File: src/rtl/sequence_show_module.sv
// Simon sequence builder/player: appends an LFSR colour each round, then plays the
// sequence on one-hot LEDs. Define SEQ_NO_REPEAT_EN to forbid consecutive repeats.
module sequence_show_module #(
    parameter int unsigned TICK_DIV  = 12_500_000,
    parameter logic [15:0] LFSR_SEED = 16'hACE1,
    parameter int unsigned MAX_LEN   = 32
) (
    input  logic       i_clk,
    input  logic       i_rst_n,
    input  logic       i_enable,
    input  logic       i_start,
    input  logic       i_next,
    input  logic [1:0] i_mode,
    input  logic [1:0] i_level,
    input  logic [1:0] i_speed,
    input  logic [4:0] i_rd_idx,
    output logic [1:0] o_rd_color,
    output logic [5:0] o_len,
    output logic [3:0] o_led,
    output logic       o_active,
    output logic       o_done,
    output logic       o_complete
);

    localparam int unsigned CW = $clog2(4 * TICK_DIV + 1);
    localparam logic [CW-1:0] OFF_LAST = CW'(TICK_DIV - 1);

    typedef enum logic [1:0] {IDLE, APPEND, ON, OFF} state_t;

    state_t        state, next_state;
    logic [15:0]   lfsr;
    logic [5:0]    len;
    logic [5:0]    target;
    logic [1:0]    speed;
    logic [4:0]    play_idx;
    logic [CW-1:0] cnt;
    logic [CW-1:0] on_last;
    logic [1:0]    buffer [MAX_LEN];
    logic [1:0]    new_color;
    logic          restart, clear, advance, set_done, set_complete;

    assign on_last    = CW'((4 - int'(speed)) * TICK_DIV - 1);
    assign o_rd_color = buffer[i_rd_idx];
    assign o_len      = len;
    assign o_active   = (state != IDLE);

    always_comb begin
        new_color = lfsr[1:0];
`ifdef SEQ_NO_REPEAT_EN
        if (len != '0 && lfsr[1:0] == buffer[5'(len - 6'd1)])
            new_color = lfsr[1:0] + 2'd1;
`endif
    end

    always_comb begin
        o_led = '0;
        if (state == ON)
            o_led[buffer[play_idx]] = 1'b1;
    end

    // Enable has highest priority, then a (re)start, then per-state behaviour.
    always_comb begin
        next_state   = state;
        restart      = 1'b0;
        clear        = 1'b0;
        advance      = 1'b0;
        set_done     = 1'b0;
        set_complete = 1'b0;
        if (!i_enable) begin
            next_state = IDLE;
            clear      = 1'b1;
        end else if (i_start) begin
            next_state = APPEND;
            restart    = 1'b1;
        end else begin
            case (state)
                IDLE: begin
                    if (i_next && len != '0) begin
                        if (len == target) set_complete = 1'b1;
                        else               next_state   = APPEND;
                    end
                end
                APPEND: next_state = ON;
                ON: begin
                    if (cnt == on_last) next_state = OFF;
                end
                OFF: begin
                    if (cnt == OFF_LAST) begin
                        if (({1'b0, play_idx} + 6'd1) < len) begin
                            next_state = ON;
                            advance    = 1'b1;
                        end else begin
                            next_state = IDLE;
                            set_done   = 1'b1;
                        end
                    end
                end
                default: next_state = IDLE;
            endcase
        end
    end

    always_ff @(posedge i_clk or negedge i_rst_n) begin
        if (!i_rst_n) begin
            state      <= IDLE;
            lfsr       <= LFSR_SEED;
            len        <= '0;
            target     <= '0;
            speed      <= '0;
            play_idx   <= '0;
            cnt        <= '0;
            o_done     <= 1'b0;
            o_complete <= 1'b0;
        end else begin
            state      <= next_state;
            lfsr       <= {1'b0, lfsr[15:1]} ^ (lfsr[0] ? 16'hB400 : 16'h0000);
            if (restart && i_mode == 2'b01)
                lfsr <= LFSR_SEED;
            cnt        <= (next_state == state && !restart) ? cnt + 1'b1 : '0;
            o_done     <= set_done;
            o_complete <= set_complete;
            if (state == APPEND) begin
                len      <= len + 6'd1;
                play_idx <= '0;
            end
            if (advance)
                play_idx <= play_idx + 5'd1;
            if (restart) begin
                target <= {1'b0, i_level, 3'b000} + 6'd8;
                speed  <= i_speed;
                len    <= '0;
            end
            if (clear)
                len <= '0;
        end
    end

    always_ff @(posedge i_clk) begin
        if (state == APPEND)
            buffer[len[4:0]] <= new_color;
    end

endmodule

File: config.mk
export PLATFORM = sky130hd
export DESIGN_NAME = sequence_show_module
export DESIGN_NICKNAME = d
export VERILOG_FILES = /design/src/rtl/sequence_show_module.sv
export SDC_FILE = /design/constraint.sdc
export NUM_CORES = 1
export LEC_CHECK = 0
export ABC_CLOCK_PERIOD_IN_PS = 7010
export CAP_MARGIN = 20
export CORE_UTILIZATION = 26
export DETAILED_ROUTE_END_ITERATION = 10
export PLACE_DENSITY = 0.48
export SKIP_LAST_GASP = 1
export SYNTH_ARGS = -nofsm -noshare
export SYNTH_HDL_FRONTEND = slang
export SYNTH_SLANG_ARGS = --single-unit
File: constraint.sdc
create_clock -name i_clk -period 7.01 [get_ports i_clk]
set_input_delay 1.0515 -clock i_clk [delete_from_list [all_inputs] [get_ports i_clk]]
set_output_delay 1.0515 -clock i_clk [all_outputs]
set_load 0.05 [all_outputs]
* Word-level counts from Yosys, hierarchy flattened
Memory sizes are Yosys's and may differ from the RTL's. Index checks and enable logic that the tools add are counted.
Word-level totals: flip-flop bits (word level) 65, RAM bits 64, bits of input ports 16, output and inout bits 15, word-level logic and storage cells 78, memories 1
Cells by class: add/subtract/negate cells 7, multiply operators 1, $lt $le $gt $ge 3, equal/unequal tests 9, multiplexer cells 38, bitwise operators 1, reductions and logical operators 9
Memory list:
- buffer | depth 32, bits a word 2, read ports 2, clocked after Yosys merged registers in 0, write ports 1, line 38 | logic [1:0] buffer [MAX_LEN];
Operator list (count):
- multiplier 32 x 19 -> 21 bit (second input constant) | 1
- two-way mux 16 bit | 2
- adder 26 x 1 -> 26 bit (second input constant) | 1
- equality test 26 x 24 -> 1 bit (second input constant) | 1
- equality test 26 bit | 1
- two-way mux 26 bit | 1
- subtractor 26 x 1 -> 26 bit (second input constant) | 1
- two-way mux 1 bit | 20
- two-way mux 6 bit | 3
- bitwise XOR 15 x 16 -> 16 bit | 1
- two-way mux 2 bit | 7
- two-way mux 5 bit | 2
- case mux 2 bit (4 select lines) | 1
- adder 5 x 1 -> 6 bit (second input constant) | 1
- adder 5 x 4 -> 6 bit (second input constant) | 1
- adder 6 x 1 -> 6 bit (second input constant) | 1
- equality test 6 bit | 1
- < comparator 6 bit | 1
- nonzero test 6 bit | 1
- adder 5 x 1 -> 5 bit (second input constant) | 1
- equality test 2 x 1 -> 1 bit (second input constant) | 2
- equality test 2 bit (second input constant) | 2
- logical AND 1 bit | 4
- two-way mux 4 bit | 1
- 9 further kinds | 10

* Longest topological paths before layout
depth after elaboration 11, mapped depth 19, mapped depth without buffers 16

* Least setup slack after synthesis
Ideal clock, no wire load.
kind input -> output, from in i_rd_idx[0], to out o_rd_color[0], arrival 3136 ps, data required time 5958 ps, setup slack 2823 ps, stages 5, buffers on the path 2, cells stage by stage clkbuf_1 > buf_2 > mux4_2 > mux4_2 > mux2_2
Between the ends: cells in the longest elaborated chain, start to end 1
RTL lines:
- start: declaration | line 16 | input logic [4:0] i_rd_idx,
- memory (32 x 2 bit)
- end: declaration | line 17 | output logic [1:0] o_rd_color,
Every way passes these cells.

* Final worst setup path
from reg play_idx[0], to out o_led[2]
Between the ends: cells in the longest elaborated chain, start to end 6, elaborated cells on any way between the ends 7, those cells by class order compare: 2; mux: 3; reduce/logical: 1; memory: 1
RTL lines:
- start: declaration | line 35 | logic [4:0] play_idx;
- start signal: assignment | line 127 | play_idx <= play_idx + 5'd1;
- memory (32 x 2 bit) (*)
- < comparator 2 x 3 -> 1 bit (implied by the code) or greater-or-equal comparator 2 x 1 -> 1 bit (tied branches) | line 58 | o_led[buffer[play_idx]] = 1'b1;
- logical AND 1 bit (implied by the code) | line 58
- two-way mux 1 bit (implied by the code) | line 58
- demux 1 bit (select 2 bit) (*) | line 58
- two-way mux 4 bit (*) | line 57 | if (state == ON)
- end: declaration | line 19 | output logic [3:0] o_led,
Every way passes the cells marked *; elsewhere a longest branch is shown, timed or not.

==> flow_metrics.env <==
export IMPL_antenna_left=0
export IMPL_grt_ovfl_total=0
export IMPL_io_pins=31
export IMPL_rsz0062_at_grt="false"
export IMPL_timing_hold_ws_ns=0.429
export IMPL_start_util=0.266
export IMPL_power_leakage_nw=3.08
export IMPL_diodes=0
export IMPL_drt_pass1_iterations=5
export IMPL_crit_fanout=21
export IMPL_clk_pin_slew_ns=0.06
export IMPL_pwr_share_seq=0.436
export IMPL_routed_via_count=4970
export IMPL_wl_per_cell_um=16.6
export IMPL_multiInputGateArea_um2=3700
export IMPL_die_y_um=171
export IMPL_ctsHtreeMaxLevel=4
export IMPL_cts_root_buf="clkbuf_16"
export IMPL_crit_top_cell="nor2b_1"
export IMPL_synth_most_common_cell="nand2_1"
export IMPL_p_int_mw=1.54
export IMPL_gp_congestion=0.816
export IMPL_placed_area_um2=8060
export IMPL_startpoint="play_idx[0]$_DFFE_PN0P_"
export IMPL_cts_setup_buffers=0
export IMPL_worstSkewPairLatency_ns=0.42
export IMPL_grt_max_degree=63
export IMPL_ys_warnings_count=0
export IMPL_crit_required_ns=5.96
export IMPL_drive_gt1_frac=0.148
export IMPL_area_delta_synth_final_pct=17.4
export IMPL_worstPathArrival_ns=4.08
export IMPL_netlist_area_um2=7400
export IMPL_antenna_found_initial=0
export IMPL_p_sw_frac=0.280
export IMPL_async_flop_share=0.492
export IMPL_cts_made_buffers=17
export IMPL_cap_violations=0
export IMPL_endpoint_kind="primary output"
export IMPL_crit_chain="buf_4 -> mux4_2 -> nor2b_1 -> o311ai_0 -> o31ai_1 -> nor3b_1 -> nor2b_1 -> clkdlybuf4s50_1"
export IMPL_hold_start="lfsr[8]$_DFF_PN0_"
export IMPL_first_iter_violations=296
export IMPL_cts_sinks=126
export IMPL_start_kind="flip-flop"
export IMPL_cts_buffer_depth=2
export IMPL_p_switching_uw=599
export IMPL_fin_crit_ns=5.13
export IMPL_fmax_mhz=195
export IMPL_slew_violations=0
export IMPL_yosys_register_bits=126
export IMPL_ys_types=63
export IMPL_syn_inst=639
export IMPL_grt_usage=0.132
export IMPL_r2r_start="speed[0]$_DFFE_PN0P_"
export IMPL_finalSetupViolCount=0
export IMPL_synthFlopType="edfxtp_1"
export IMPL_area_sequential_um2=3480
export IMPL_grt_pass1_vias=5142
export IMPL_synth_commonest_cells="68 x nand2_1, 64 x edfxtp_1, 59 x nor2_1"
export IMPL_dieArea_um2=29100
export IMPL_cts_tree="built"
export IMPL_hold_buffers=0
export IMPL_ctsResizeCount=0
export IMPL_power_density_nw_per_um2=246
export IMPL_synth_top_area_cell="edfxtp_1"
export IMPL_tightest_slew_ns=1.02
export IMPL_cpPeakStageDelay_ns=0.82
export IMPL_pwr_share_clk=0.395
export IMPL_crit_type="reg2out"
export IMPL_min_period_over_period=0.732
export IMPL_dpl_hpwl_mm=12.2
export IMPL_drcViolationCount=0
export IMPL_status="completed"
export IMPL_comb_power_share=0.170
export IMPL_yosysSeqAreaShare=0.471
export IMPL_routed_via_density=4.69
export IMPL_slew_headroom=0.313
export IMPL_avgSynthCellArea_um2=11.6
export IMPL_fin_skew_ns=0.00659
export IMPL_yosys_area_top_type_share=0.260
export IMPL_hp_class="reg2reg"
export IMPL_portBuffers=30
export IMPL_setup_tns_ns=0
export IMPL_fillers=2804
export IMPL_core_um2=27900
export IMPL_fin_nets=722
export IMPL_wl_mm=17.6
export IMPL_synth_area_top_cells="edfxtp_1 26%, dfrtp_1 18%, mux4_2 8.8%, ha_1 6.3%, mux2i_1 5.7%"
export IMPL_fin_area_um2=8690
export IMPL_synth_edf_count=64
export IMPL_hold_viol=0
export IMPL_die_w_um=171
export IMPL_ir_worst_vdd_v=0.000132
export IMPL_critPathSlowestCell="clkdlybuf4s50_1"
export IMPL_placementRows=61
export IMPL_grt_pass1_wl_mm=29.1
==> power groups by stage <==
stage	registers, mW	clock network [mW]	logic [mW]
6_report	0.932	0.844	0.363
5_1_grt	0.942	0.893	0.405
4_1_cts	0.952	0.858	0.334
3_5_place_dp	0.964	0	0.332
3_3_place_gp	0.967	0	0.332
2_1_floorplan	0.933	0	0.261
==> path summary, 6_finish.rpt <==
| path | endpoint | cells after the start | slack (ns) |
|---|---|---|---|
| max | o_led[2] | 8 | 1.88 |
| min | lfsr[7]$_DFF_PN1_ | 1 | 0.43 |
| max reg2reg | cnt[21]$_DFF_PN0_ | 16 | 2.31 |
| min reg2reg | lfsr[7]$_DFF_PN1_ | 1 | 0.43 |
| max in group asynchronous | o_len[2]$_DFFE_PN0P_ | 2 | 5.64 |
| min in group asynchronous | cnt[13]$_DFF_PN0_ | 2 | 0.82 |
==> per-layer routing <==
| layer | up-vias | share of wire | track usage |
|---|---|---|---|
| li1 | 2398 | - | - |
| met1 | 2465 | 0.50 | 0.180 |
| met2 | 83 | 0.46 | 0.206 |
| met3 | 24 | 0.032 | 0.0315 |
| met4 | 0 | 0.016 | 0.0400 |
| met5 | - | 0 | 0 |
==> stage by stage <==
stage / utilization / power (mW) / setup WS [ns] / cells
floorplan: - / 1.19 / 2.82 / 641
global placement: 0.289 / 1.30 / 1.62 / 1024
detailed placement: 0.289 / 1.30 / 1.56 / 1024
CTS: 0.310 / 2.14 / 1.55 / 1056
global route: 0.312 / 2.24 / 1.54 / 1060
finish: 0.312 / 2.14 / 1.88 / 1060
==> sequential cells by signal (all words and copies together) (netlist names) <==
register and count:
cnt 26, target 3, play_idx 5, lfsr 16, buffer 64, state 2
o_len 6, o_complete 1, o_done 1, speed 2
==> layout by cell type, fill, tap and decap left out, types with 3 or more instances in the layout <==
cell	Yosys	layout
a21oi_1	10	10
and2_1	10	10
and3_1	6	6
buf_4	0	7
clkbuf_16	0	17
clkdlybuf4s50_1	0	29
clkinv_4	0	4
clkinvlp_4	0	4
conb_1	1	3
dfrtp_1	54	54
dfstp_2	8	8
edfxtp_1	64	64
ha_1	37	37
inv_1	14	14
inv_6	0	4
mux2_2	6	6
mux2i_1	42	42
mux4_2	29	29
nand2_1	68	68
nand2b_1	9	9
nand3_1	48	48
nand3b_1	4	4
nand4_1	9	9
nor2_1	59	59
nor2b_1	6	6
nor3_1	10	10
o21ai_0	9	9
o221ai_1	6	6
o22ai_1	4	4
or3_1	4	4
xnor2_1	43	43
xor2_1	10	10
==> cell type report <==
| type | count | share of cell area |
|---|---|---|
| multi-input combinational | 467 | 0.425 |
| inverter | 16 | 0.00691 |
| tap | 378 | 0.0544 |
| clock buffer | 18 | 0.0494 |
| clock inverter | 14 | 0.0156 |
| sequential | 126 | 0.401 |
| timing repair buffer | 41 | 0.0475 |
==> worst max-delay path, delay by kind of cell, from the launching register on <==
kind	cells	cell delay (ns)
simple gates	3	0.63
flops	1	0.56
compound gates	2	0.64
mux	1	0.58
buf+inv	2	1.25
==> cells by family (layout without fill, tap and decap cells) <==
| logic type | count (synthesis) | count (layout) | synth area share |
|---|---|---|---|
| muxes | 77 | 77 | 0.154 |
| buffers and inverters | 48 | 89 | 0.0320 |
| xor gates and xnor gates | 54 | 54 | 0.0659 |
| DFF | 126 | 126 | 0.471 |
| other | 1 | 3 | 0.000507 |
| adders and majority gates | 37 | 37 | 0.0626 |
| and+or+nand+nor | 248 | 248 | 0.164 |
| AOI/OAI and AO/OA | 48 | 48 | 0.0501 |
(Power assumes the default switching activity.)
